`src/rtl/hpis2axi4l_mst_adp_if.sv`:
```
// ---------------------------------------------------------------------------
// hpis2axi4l_mst_adp_if
// AXI4-Lite bus bundle between the register-bus master adapter and an
// AXI4-Lite slave.
//   master modport : drives AW/W/AR valid+payload and B/R ready
//   slave  modport : drives AW/W/AR ready and B/R valid+response
// Parameters:
//   ADDR_WIDTH    - AW/AR address width
//   DATA_WIDTH    - W/R data width
//   DATA_BYTE_NUM - write strobe width (DATA_WIDTH/8)
// ---------------------------------------------------------------------------
interface hpis2axi4l_mst_adp_if #(
  parameter int ADDR_WIDTH    = 32,
  parameter int DATA_WIDTH    = 32,
  parameter int DATA_BYTE_NUM = 4
) ();

  // write address channel
  logic                     m_awvalid;
  logic [ADDR_WIDTH-1:0]    m_awaddr;
  logic                     m_awready;
  // write data channel
  logic                     m_wvalid;
  logic [DATA_WIDTH-1:0]    m_wdata;
  logic [DATA_BYTE_NUM-1:0] m_wstrb;
  logic                     m_wready;
  // write response channel
  logic                     m_bvalid;
  logic [1:0]               m_bresp;
  logic                     m_bready;
  // read address channel
  logic                     m_arvalid;
  logic [ADDR_WIDTH-1:0]    m_araddr;
  logic                     m_arready;
  // read data channel
  logic                     m_rvalid;
  logic [DATA_WIDTH-1:0]    m_rdata;
  logic [1:0]               m_rresp;
  logic                     m_rready;

  modport master (
    output m_awvalid, m_awaddr,
    input  m_awready,
    output m_wvalid, m_wdata, m_wstrb,
    input  m_wready,
    input  m_bvalid, m_bresp,
    output m_bready,
    output m_arvalid, m_araddr,
    input  m_arready,
    input  m_rvalid, m_rdata, m_rresp,
    output m_rready
  );

  modport slave (
    input  m_awvalid, m_awaddr,
    output m_awready,
    input  m_wvalid, m_wdata, m_wstrb,
    output m_wready,
    output m_bvalid, m_bresp,
    input  m_bready,
    input  m_arvalid, m_araddr,
    output m_arready,
    output m_rvalid, m_rdata, m_rresp,
    input  m_rready
  );

endinterface

```
`src/rtl/hpis2axi4l_mst_adp.sv`:
```
// ---------------------------------------------------------------------------
// hpis2axi4l_mst_adp
// Register-bus to AXI4-Lite master adapter. A single write or read request
// strobed on the CPU register interface is turned into one AXI4-Lite
// transaction; read data and response status are handed back with a
// one-cycle cpu_ack. One transaction in flight at a time, with a response
// timeout that acks the requester early while the AXI side finishes cleanly.
// Ports:
//   aclk, areset     - clock, synchronous active-high reset
//   cpu_wr / cpu_rd  - request strobes (sampled only while idle, write wins)
//   cpu_addr, cpu_data_in, cpu_wr_strb - request payload
//   cpu_busy         - transaction in flight
//   cpu_ack          - one-cycle completion pulse
//   cpu_data_out     - read data (held until the next read/timeout ack)
//   cpu_resp         - AXI response of the completed transaction
//   cpu_timeout      - qualifies cpu_ack as a timeout completion
//   m_axi            - AXI4-Lite master bus (interface, master modport)
// All outputs come straight from registers.
// ---------------------------------------------------------------------------
module hpis2axi4l_mst_adp #(
  parameter int ADDR_WIDTH     = 32,
  parameter int DATA_WIDTH     = 32,
  parameter int DATA_BYTE_NUM  = 4,
  parameter int TIMEOUT_CYCLES = 1024
) (
  input  logic                     aclk,
  input  logic                     areset,
  input  logic                     cpu_wr,
  input  logic                     cpu_rd,
  input  logic [ADDR_WIDTH-1:0]    cpu_addr,
  input  logic [DATA_WIDTH-1:0]    cpu_data_in,
  input  logic [DATA_BYTE_NUM-1:0] cpu_wr_strb,
  output logic                     cpu_busy,
  output logic                     cpu_ack,
  output logic [DATA_WIDTH-1:0]    cpu_data_out,
  output logic [1:0]               cpu_resp,
  output logic                     cpu_timeout,
  hpis2axi4l_mst_adp_if.master     m_axi
);

  localparam int CNT_W = $clog2(TIMEOUT_CYCLES + 1);
  localparam logic [CNT_W-1:0] CNT_MAX  = CNT_W'(TIMEOUT_CYCLES);
  localparam logic [CNT_W-1:0] CNT_FIRE = CNT_W'(TIMEOUT_CYCLES - 1);
  localparam logic [1:0]       RESP_SLVERR = 2'b10;

  typedef enum logic [2:0] {
    ST_IDLE         = 3'd0,
    ST_WR_ADDR_DATA = 3'd1,
    ST_WR_RESP      = 3'd2,
    ST_RD_ADDR      = 3'd3,
    ST_RD_DATA      = 3'd4
  } state_t;

  // registered state and outputs
  state_t                   state_r;
  logic                     busy_r;
  logic                     ack_r;
  logic [DATA_WIDTH-1:0]    data_out_r;
  logic [1:0]               resp_r;
  logic                     timeout_r;
  logic                     awvalid_r;
  logic [ADDR_WIDTH-1:0]    awaddr_r;
  logic                     wvalid_r;
  logic [DATA_WIDTH-1:0]    wdata_r;
  logic [DATA_BYTE_NUM-1:0] wstrb_r;
  logic                     bready_r;
  logic                     arvalid_r;
  logic [ADDR_WIDTH-1:0]    araddr_r;
  logic                     rready_r;
  // cycle index since acceptance: 1 in the first busy cycle, saturating
  logic [CNT_W-1:0]         cnt_r;
  // early timeout ack already given; the real completion is swallowed
  logic                     to_fired_r;

  // next-state values
  state_t                   state_nxt_s;
  logic                     busy_nxt_s;
  logic                     ack_nxt_s;
  logic [DATA_WIDTH-1:0]    data_out_nxt_s;
  logic [1:0]               resp_nxt_s;
  logic                     timeout_nxt_s;
  logic                     awvalid_nxt_s;
  logic [ADDR_WIDTH-1:0]    awaddr_nxt_s;
  logic                     wvalid_nxt_s;
  logic [DATA_WIDTH-1:0]    wdata_nxt_s;
  logic [DATA_BYTE_NUM-1:0] wstrb_nxt_s;
  logic                     bready_nxt_s;
  logic                     arvalid_nxt_s;
  logic [ADDR_WIDTH-1:0]    araddr_nxt_s;
  logic                     rready_nxt_s;
  logic [CNT_W-1:0]         cnt_nxt_s;
  logic                     to_fired_nxt_s;
  logic                     complete_s;
  logic                     aw_left_s;
  logic                     w_left_s;

  // Next-state, handshake and timeout decode
  always_comb begin
    state_nxt_s    = state_r;
    busy_nxt_s     = busy_r;
    ack_nxt_s      = 1'b0;
    data_out_nxt_s = data_out_r;
    resp_nxt_s     = resp_r;
    timeout_nxt_s  = 1'b0;
    awvalid_nxt_s  = awvalid_r;
    awaddr_nxt_s   = awaddr_r;
    wvalid_nxt_s   = wvalid_r;
    wdata_nxt_s    = wdata_r;
    wstrb_nxt_s    = wstrb_r;
    bready_nxt_s   = bready_r;
    arvalid_nxt_s  = arvalid_r;
    araddr_nxt_s   = araddr_r;
    rready_nxt_s   = rready_r;
    cnt_nxt_s      = cnt_r;
    to_fired_nxt_s = to_fired_r;
    complete_s     = 1'b0;
    // AW and W retire independently; each stays up until its own handshake
    aw_left_s      = awvalid_r & ~m_axi.m_awready;
    w_left_s       = wvalid_r & ~m_axi.m_wready;

    case (state_r)
      ST_IDLE: begin
        if (cpu_wr) begin
          // write wins over a simultaneous read, which is simply dropped
          state_nxt_s    = ST_WR_ADDR_DATA;
          busy_nxt_s     = 1'b1;
          awvalid_nxt_s  = 1'b1;
          wvalid_nxt_s   = 1'b1;
          awaddr_nxt_s   = cpu_addr;
          wdata_nxt_s    = cpu_data_in;
          wstrb_nxt_s    = cpu_wr_strb;
          cnt_nxt_s      = CNT_W'(1);
          to_fired_nxt_s = 1'b0;
        end else if (cpu_rd) begin
          state_nxt_s    = ST_RD_ADDR;
          busy_nxt_s     = 1'b1;
          arvalid_nxt_s  = 1'b1;
          araddr_nxt_s   = cpu_addr;
          cnt_nxt_s      = CNT_W'(1);
          to_fired_nxt_s = 1'b0;
        end else begin
          state_nxt_s = ST_IDLE;
        end
      end

      ST_WR_ADDR_DATA: begin
        awvalid_nxt_s = aw_left_s;
        wvalid_nxt_s  = w_left_s;
        if (!aw_left_s && !w_left_s) begin
          state_nxt_s  = ST_WR_RESP;
          bready_nxt_s = 1'b1;
        end else begin
          state_nxt_s = ST_WR_ADDR_DATA;
        end
      end

      ST_WR_RESP: begin
        if (m_axi.m_bvalid) begin
          state_nxt_s  = ST_IDLE;
          busy_nxt_s   = 1'b0;
          bready_nxt_s = 1'b0;
          complete_s   = 1'b1;
          if (!to_fired_r) begin
            ack_nxt_s  = 1'b1;
            resp_nxt_s = m_axi.m_bresp;
          end else begin
            ack_nxt_s = 1'b0;
          end
        end else begin
          state_nxt_s = ST_WR_RESP;
        end
      end

      ST_RD_ADDR: begin
        if (m_axi.m_arready) begin
          state_nxt_s   = ST_RD_DATA;
          arvalid_nxt_s = 1'b0;
          rready_nxt_s  = 1'b1;
        end else begin
          state_nxt_s = ST_RD_ADDR;
        end
      end

      ST_RD_DATA: begin
        if (m_axi.m_rvalid) begin
          state_nxt_s  = ST_IDLE;
          busy_nxt_s   = 1'b0;
          rready_nxt_s = 1'b0;
          complete_s   = 1'b1;
          if (!to_fired_r) begin
            ack_nxt_s      = 1'b1;
            resp_nxt_s     = m_axi.m_rresp;
            data_out_nxt_s = m_axi.m_rdata;
          end else begin
            ack_nxt_s = 1'b0;
          end
        end else begin
          state_nxt_s = ST_RD_DATA;
        end
      end

      default: begin
        // unreachable encoding: fall back to a quiet idle bus
        state_nxt_s   = ST_IDLE;
        busy_nxt_s    = 1'b0;
        awvalid_nxt_s = 1'b0;
        wvalid_nxt_s  = 1'b0;
        bready_nxt_s  = 1'b0;
        arvalid_nxt_s = 1'b0;
        rready_nxt_s  = 1'b0;
      end
    endcase

    // Timeout guard. The ack lands TIMEOUT_CYCLES cycles after acceptance;
    // a real completion on the same edge takes priority over the timeout.
    if (state_r != ST_IDLE) begin
      if (cnt_r != CNT_MAX) begin
        cnt_nxt_s = cnt_r + CNT_W'(1);
      end else begin
        cnt_nxt_s = cnt_r;
      end
      if (!complete_s && !to_fired_r && (cnt_r == CNT_FIRE)) begin
        ack_nxt_s      = 1'b1;
        timeout_nxt_s  = 1'b1;
        resp_nxt_s     = RESP_SLVERR;
        data_out_nxt_s = {DATA_WIDTH{1'b1}};
        to_fired_nxt_s = 1'b1;
      end else begin
        to_fired_nxt_s = to_fired_nxt_s;
      end
    end else begin
      to_fired_nxt_s = to_fired_nxt_s;
    end
  end

  // State and output registers with synchronous reset
  always_ff @(posedge aclk) begin
    if (areset) begin
      state_r    <= ST_IDLE;
      busy_r     <= 1'b0;
      ack_r      <= 1'b0;
      data_out_r <= {DATA_WIDTH{1'b0}};
      resp_r     <= 2'b00;
      timeout_r  <= 1'b0;
      awvalid_r  <= 1'b0;
      awaddr_r   <= {ADDR_WIDTH{1'b0}};
      wvalid_r   <= 1'b0;
      wdata_r    <= {DATA_WIDTH{1'b0}};
      wstrb_r    <= {DATA_BYTE_NUM{1'b0}};
      bready_r   <= 1'b0;
      arvalid_r  <= 1'b0;
      araddr_r   <= {ADDR_WIDTH{1'b0}};
      rready_r   <= 1'b0;
      cnt_r      <= {CNT_W{1'b0}};
      to_fired_r <= 1'b0;
    end else begin
      state_r    <= state_nxt_s;
      busy_r     <= busy_nxt_s;
      ack_r      <= ack_nxt_s;
      data_out_r <= data_out_nxt_s;
      resp_r     <= resp_nxt_s;
      timeout_r  <= timeout_nxt_s;
      awvalid_r  <= awvalid_nxt_s;
      awaddr_r   <= awaddr_nxt_s;
      wvalid_r   <= wvalid_nxt_s;
      wdata_r    <= wdata_nxt_s;
      wstrb_r    <= wstrb_nxt_s;
      bready_r   <= bready_nxt_s;
      arvalid_r  <= arvalid_nxt_s;
      araddr_r   <= araddr_nxt_s;
      rready_r   <= rready_nxt_s;
      cnt_r      <= cnt_nxt_s;
      to_fired_r <= to_fired_nxt_s;
    end
  end

  assign cpu_busy        = busy_r;
  assign cpu_ack         = ack_r;
  assign cpu_data_out    = data_out_r;
  assign cpu_resp        = resp_r;
  assign cpu_timeout     = timeout_r;
  assign m_axi.m_awvalid = awvalid_r;
  assign m_axi.m_awaddr  = awaddr_r;
  assign m_axi.m_wvalid  = wvalid_r;
  assign m_axi.m_wdata   = wdata_r;
  assign m_axi.m_wstrb   = wstrb_r;
  assign m_axi.m_bready  = bready_r;
  assign m_axi.m_arvalid = arvalid_r;
  assign m_axi.m_araddr  = araddr_r;
  assign m_axi.m_rready  = rready_r;

endmodule

```
`src/flat_wrapper.sv`:
```
// flat-port wrapper written by rule: the top's interface ports become plain ports
module hpis2axi4l_mst_adp_flat 
#(
  parameter int ADDR_WIDTH     = 32,
  parameter int DATA_WIDTH     = 32,
  parameter int DATA_BYTE_NUM  = 4,
  parameter int TIMEOUT_CYCLES = 1024
)
  (aclk, areset, cpu_wr, cpu_rd, cpu_addr, cpu_data_in, cpu_wr_strb, cpu_busy, cpu_ack, cpu_data_out, cpu_resp, cpu_timeout, m_axi_m_awvalid, m_axi_m_awaddr, m_axi_m_awready, m_axi_m_wvalid, m_axi_m_wdata, m_axi_m_wstrb, m_axi_m_wready, m_axi_m_bvalid, m_axi_m_bresp, m_axi_m_bready, m_axi_m_arvalid, m_axi_m_araddr, m_axi_m_arready, m_axi_m_rvalid, m_axi_m_rdata, m_axi_m_rresp, m_axi_m_rready);
  hpis2axi4l_mst_adp_if #(.ADDR_WIDTH(ADDR_WIDTH), .DATA_WIDTH(DATA_WIDTH), .DATA_BYTE_NUM(DATA_BYTE_NUM)) m_axi_i ();
  input  logic aclk;
  input  logic areset;
  input  logic cpu_wr;
  input  logic cpu_rd;
  input  logic [ADDR_WIDTH-1:0] cpu_addr;
  input  logic [DATA_WIDTH-1:0] cpu_data_in;
  input  logic [DATA_BYTE_NUM-1:0] cpu_wr_strb;
  output logic cpu_busy;
  output logic cpu_ack;
  output logic [DATA_WIDTH-1:0] cpu_data_out;
  output logic [1:0] cpu_resp;
  output logic cpu_timeout;
  output wire logic [$bits(m_axi_i.m_awvalid)-1:0] m_axi_m_awvalid;
  output wire logic [$bits(m_axi_i.m_awaddr)-1:0] m_axi_m_awaddr;
  input wire logic [$bits(m_axi_i.m_awready)-1:0] m_axi_m_awready;
  output wire logic [$bits(m_axi_i.m_wvalid)-1:0] m_axi_m_wvalid;
  output wire logic [$bits(m_axi_i.m_wdata)-1:0] m_axi_m_wdata;
  output wire logic [$bits(m_axi_i.m_wstrb)-1:0] m_axi_m_wstrb;
  input wire logic [$bits(m_axi_i.m_wready)-1:0] m_axi_m_wready;
  input wire logic [$bits(m_axi_i.m_bvalid)-1:0] m_axi_m_bvalid;
  input wire logic [$bits(m_axi_i.m_bresp)-1:0] m_axi_m_bresp;
  output wire logic [$bits(m_axi_i.m_bready)-1:0] m_axi_m_bready;
  output wire logic [$bits(m_axi_i.m_arvalid)-1:0] m_axi_m_arvalid;
  output wire logic [$bits(m_axi_i.m_araddr)-1:0] m_axi_m_araddr;
  input wire logic [$bits(m_axi_i.m_arready)-1:0] m_axi_m_arready;
  input wire logic [$bits(m_axi_i.m_rvalid)-1:0] m_axi_m_rvalid;
  input wire logic [$bits(m_axi_i.m_rdata)-1:0] m_axi_m_rdata;
  input wire logic [$bits(m_axi_i.m_rresp)-1:0] m_axi_m_rresp;
  output wire logic [$bits(m_axi_i.m_rready)-1:0] m_axi_m_rready;
  assign m_axi_m_awvalid = m_axi_i.m_awvalid;
  assign m_axi_m_awaddr = m_axi_i.m_awaddr;
  assign m_axi_i.m_awready = m_axi_m_awready;
  assign m_axi_m_wvalid = m_axi_i.m_wvalid;
  assign m_axi_m_wdata = m_axi_i.m_wdata;
  assign m_axi_m_wstrb = m_axi_i.m_wstrb;
  assign m_axi_i.m_wready = m_axi_m_wready;
  assign m_axi_i.m_bvalid = m_axi_m_bvalid;
  assign m_axi_i.m_bresp = m_axi_m_bresp;
  assign m_axi_m_bready = m_axi_i.m_bready;
  assign m_axi_m_arvalid = m_axi_i.m_arvalid;
  assign m_axi_m_araddr = m_axi_i.m_araddr;
  assign m_axi_i.m_arready = m_axi_m_arready;
  assign m_axi_i.m_rvalid = m_axi_m_rvalid;
  assign m_axi_i.m_rdata = m_axi_m_rdata;
  assign m_axi_i.m_rresp = m_axi_m_rresp;
  assign m_axi_m_rready = m_axi_i.m_rready;
  hpis2axi4l_mst_adp #(.ADDR_WIDTH(ADDR_WIDTH), .DATA_WIDTH(DATA_WIDTH), .DATA_BYTE_NUM(DATA_BYTE_NUM), .TIMEOUT_CYCLES(TIMEOUT_CYCLES)) u_core (.aclk(aclk), .areset(areset), .cpu_wr(cpu_wr), .cpu_rd(cpu_rd), .cpu_addr(cpu_addr), .cpu_data_in(cpu_data_in), .cpu_wr_strb(cpu_wr_strb), .cpu_busy(cpu_busy), .cpu_ack(cpu_ack), .cpu_data_out(cpu_data_out), .cpu_resp(cpu_resp), .cpu_timeout(cpu_timeout), .m_axi(m_axi_i));
endmodule
```
`config.mk`:
```
export PLATFORM = sky130hd
export DESIGN_NAME = hpis2axi4l_mst_adp_flat
export DESIGN_NICKNAME = d
export VERILOG_FILES = /design/src/rtl/hpis2axi4l_mst_adp_if.sv /design/src/rtl/hpis2axi4l_mst_adp.sv /design/src/flat_wrapper.sv
export SDC_FILE = /design/constraint.sdc
export NUM_CORES = 1
export LEC_CHECK = 0
export BUFFER_PORTS_ARGS = -buffer_cell sky130_fd_sc_hd__buf_4
export CAP_MARGIN = 30
export CORE_MARGIN = 4
export CORE_UTILIZATION = 40
export DETAILED_ROUTE_END_ITERATION = 8
export PLACE_DENSITY = 0.69
export SLEW_MARGIN = 15
export SYNTH_ARGS = -nofsm -noshare
export SYNTH_HDL_FRONTEND = slang
export SYNTH_SLANG_ARGS = --single-unit
```
`constraint.sdc`:
```
create_clock -name aclk -period 2 [get_ports aclk]
set_clock_uncertainty 0.1 [all_clocks]
set_input_delay 0.2 -clock aclk [delete_from_list [all_inputs] [get_ports aclk]]
set_output_delay 0.2 -clock aclk [all_outputs]
set_load 0.02 [all_outputs]
```
==> metrics.csv <==
metric;value;unit
p_per_area;872;nW/um2
tightest_slew;0.520;ns
area_growth;63.7;%
io_buffers;254;
nets;1187;
syn_area_per_cell;8.08;um2
synth.net_count;845;
cp.required;2.25;ns
drtIter0Drc;429;
gp_congestion;0.856;
fill_cells;1169;
syn_area;5900;um2
io_pins;255;
pwr-share-comb;19.3;%
finalHoldViolCount;0;
criticalPathCategory;reg2reg;
final_antenna_net_count;0;
die-area;16800;um2
rr_worst_depth;6;
internal_power;6.18;mW
leakage;4.08;nW
track_usage;22.0;%
synth_top_area_cell;dfxtp_1;
start_util;40.7;%
crit_chain;ha_1 > and3_4 > nand4_4 > a2111o_1 > buf_12 > a31oi_1;
period_needed;1.85;ns
grt_pass1_vias;5914;
sw_frac_of_total;26.6;%
rows;44;
setup_viol;0;
hp-class;in2reg;
finalNonFillerCells;1267;
wl;19200;um
cts_root_buf;clkbuf_16;
design_area;9650;um2
clk-insertion-delay-late;0.43;ns
grt_pass1_wl;29500;um
antenna_found_initial;0;
max_freq;0.541;GHz
seq_area;3140;um2
cp.depth;6;
core-area;14500;um2
async_flop_share;0;%
post-route-drc-count;0;
synth.distinct_cells;50;
min_period_over_period;92.4;%
seq_area_frac_synth;53.3;%
drive_gt1_share;29.1;%
maxCapViolCount;0;
multi_input_area;2440;um2
wl_per_cell;15.1;um
viasPerCell;4.99;
dp_hpwl;12000;um
place_area;7990;um2
ys.flop_type;dfxtp_1;
rsz0062_at_grt;no;
synth_enable_flop_cells;0;
crit_path_end_kind;register;
pwr-share-clk;39.9;%
p_total;8.42;mW
antenna_cells;0;
synth_cells;730;
whs_path_depth;3;
cts_sinks;157;
finalSetupTns;0;ns
synth_warnings;0;
vias;6325;
cts_buffers;17;
synth.most_common_cell;nand2_1;
cts_buffer_depth;2;
ys_ff_latch;157;
arrival;2.10;ns
grt_max_degree;78;
cp_top_family;compound AO/OA/AOI/OAI gates;
vdd.ir_drop.worst;628;uV
die_w;129;um
seq_power_share;40.8;%
p_sw;2.24;mW
run_status;complete, no violations;
fp.dieH;129;um
clk_pin_slew;0.06;ns
firstDrtPassIters;7;
netlist_top_cells_area;dfxtp_1 53%, nand2_1 17%, a21oi_1 9.6%, a31oi_1 3.7%, clkbuf_1 2.5%;
synth_top_cell_area_share;53.3;%
cts_tree;built;
cp_slowest_stage_delay;0.38;ns
slew_headroom;64.4;%
crit_fanout;34;
synth_common_cells;272 x nand2_1, 157 x dfxtp_1, 113 x a21oi_1;
crit_buf_inv;1;
worstSetupStartpointType;register;
placed_cells;1132;
maxSlewViolCount;0;
overflow;0;
slowest_stage;a2111o_1;
cts_max_level;4;
-- tightest hold or removal path: cells and delay by family --
kind	cells	cell delay, ns
buf+inv	1	0.08
compound gates	1	0.07
simple gates	1	0.16
-- placed cells by master (no fill, tap or decap), types with 5 or more instances in the layout --
cell type	instances
nand2_1	271
clkbuf_16	17
buf_4	266
nor2_1	12
o21ai_0	8
inv_1	9
dfxtp_1	156
nor3_1	6
o211ai_1	5
a31oi_1	35
dlygate4sd3_1	105
nand3_1	6
buf_12	7
a21oi_1	113
-- registers in the layout, indices dropped and copies added, names as in the netlist, 2 cells and up --
name / count
u_core.m_axi.m_wstrb: 4
u_core.m_axi.m_wdata: 32
u_core.m_axi.m_araddr: 32
u_core.cpu_data_out: 32
u_core.state_r: 3
u_core.m_axi.m_awaddr: 32
u_core.cnt_r: 11
u_core.cpu_resp: 2
-- path summary, 6_finish.rpt --
check	start	end	slack, ns
setup reg to reg	u_core.cnt_r[1]	u_core.cpu_data_out[18]	0.15
setup / recovery	u_core.cnt_r[1]	u_core.cpu_data_out[18]	0.15
hold reg to reg	u_core.m_axi.m_araddr[12]	u_core.m_axi.m_araddr[12]	0.35
hold / removal	m_axi_m_bresp[0]	u_core.cpu_resp[0]	0.03
-- kinds of logic after synthesis --
| kind of cell | synth area share [%] |
|---|---|
| adder cells (fa/ha/maj) | 0.424 |
| XOR/XNOR | 0.594 |
| AO/OA/AOI/OAI | 17.5 |
| buffers and inverters | 5.32 |
| flip-flops | 53.3 |
| AND/OR/NAND/NOR | 22.8 |
-- through the flow --
step	hold slack (ns)	worst slack (ns)	utilization (%)
final	0.0275	0.151	66.7
after floorplan	0.236	0.187	-
after global placement	0.342	0.138	55.2
after CTS	0.0149	0.0852	66.7
after global routing	0.0207	0.0224	66.7
after detailed placement	0.347	0.0863	55.2
-- power groups by stage --
stage                     clock network, mW  registers, mW  logic [mW]
after global routing                   3.55           3.46        1.76
after floorplan                           0           3.71       0.545
final                                  3.36           3.43        1.62
after global placement                    0           3.49        1.44
after detailed placement                  0           3.50        1.45
after CTS                              3.42           3.43        1.62
-- metal layers --
| layer | track usage, % | wire [um] |
|---|---|---|
| met1 | 26.6 | 7810 |
| met2 | 36.6 | 9220 |
| met3 | 6.72 | 1750 |
| met5 | 0 | 0 |
| met4 | 8.86 | 415 |
-- layout make-up --
class | instances | share of cell area (%)
timing repair buffer | 378 | 33.0
sequential | 157 | 32.6
multi-input combinational | 509 | 25.3
clock buffer | 19 | 4.59
tap | 184 | 2.38
clock inverter | 11 | 1.75
inverter | 9 | 0.350
-- what timing repair did --
| item | in CTS | in global routing |
|---|---|---|
| buffers inserted | 0 | 0 |
| hold buffers | 105 | 0 |
| endpoints found under the setup margin | 0 | 10 |
| resized for setup | 0 | 1 |
| endpoints found under the hold margin | 136 | 0 |
Note: power is estimated with default switching activity, not from simulation.
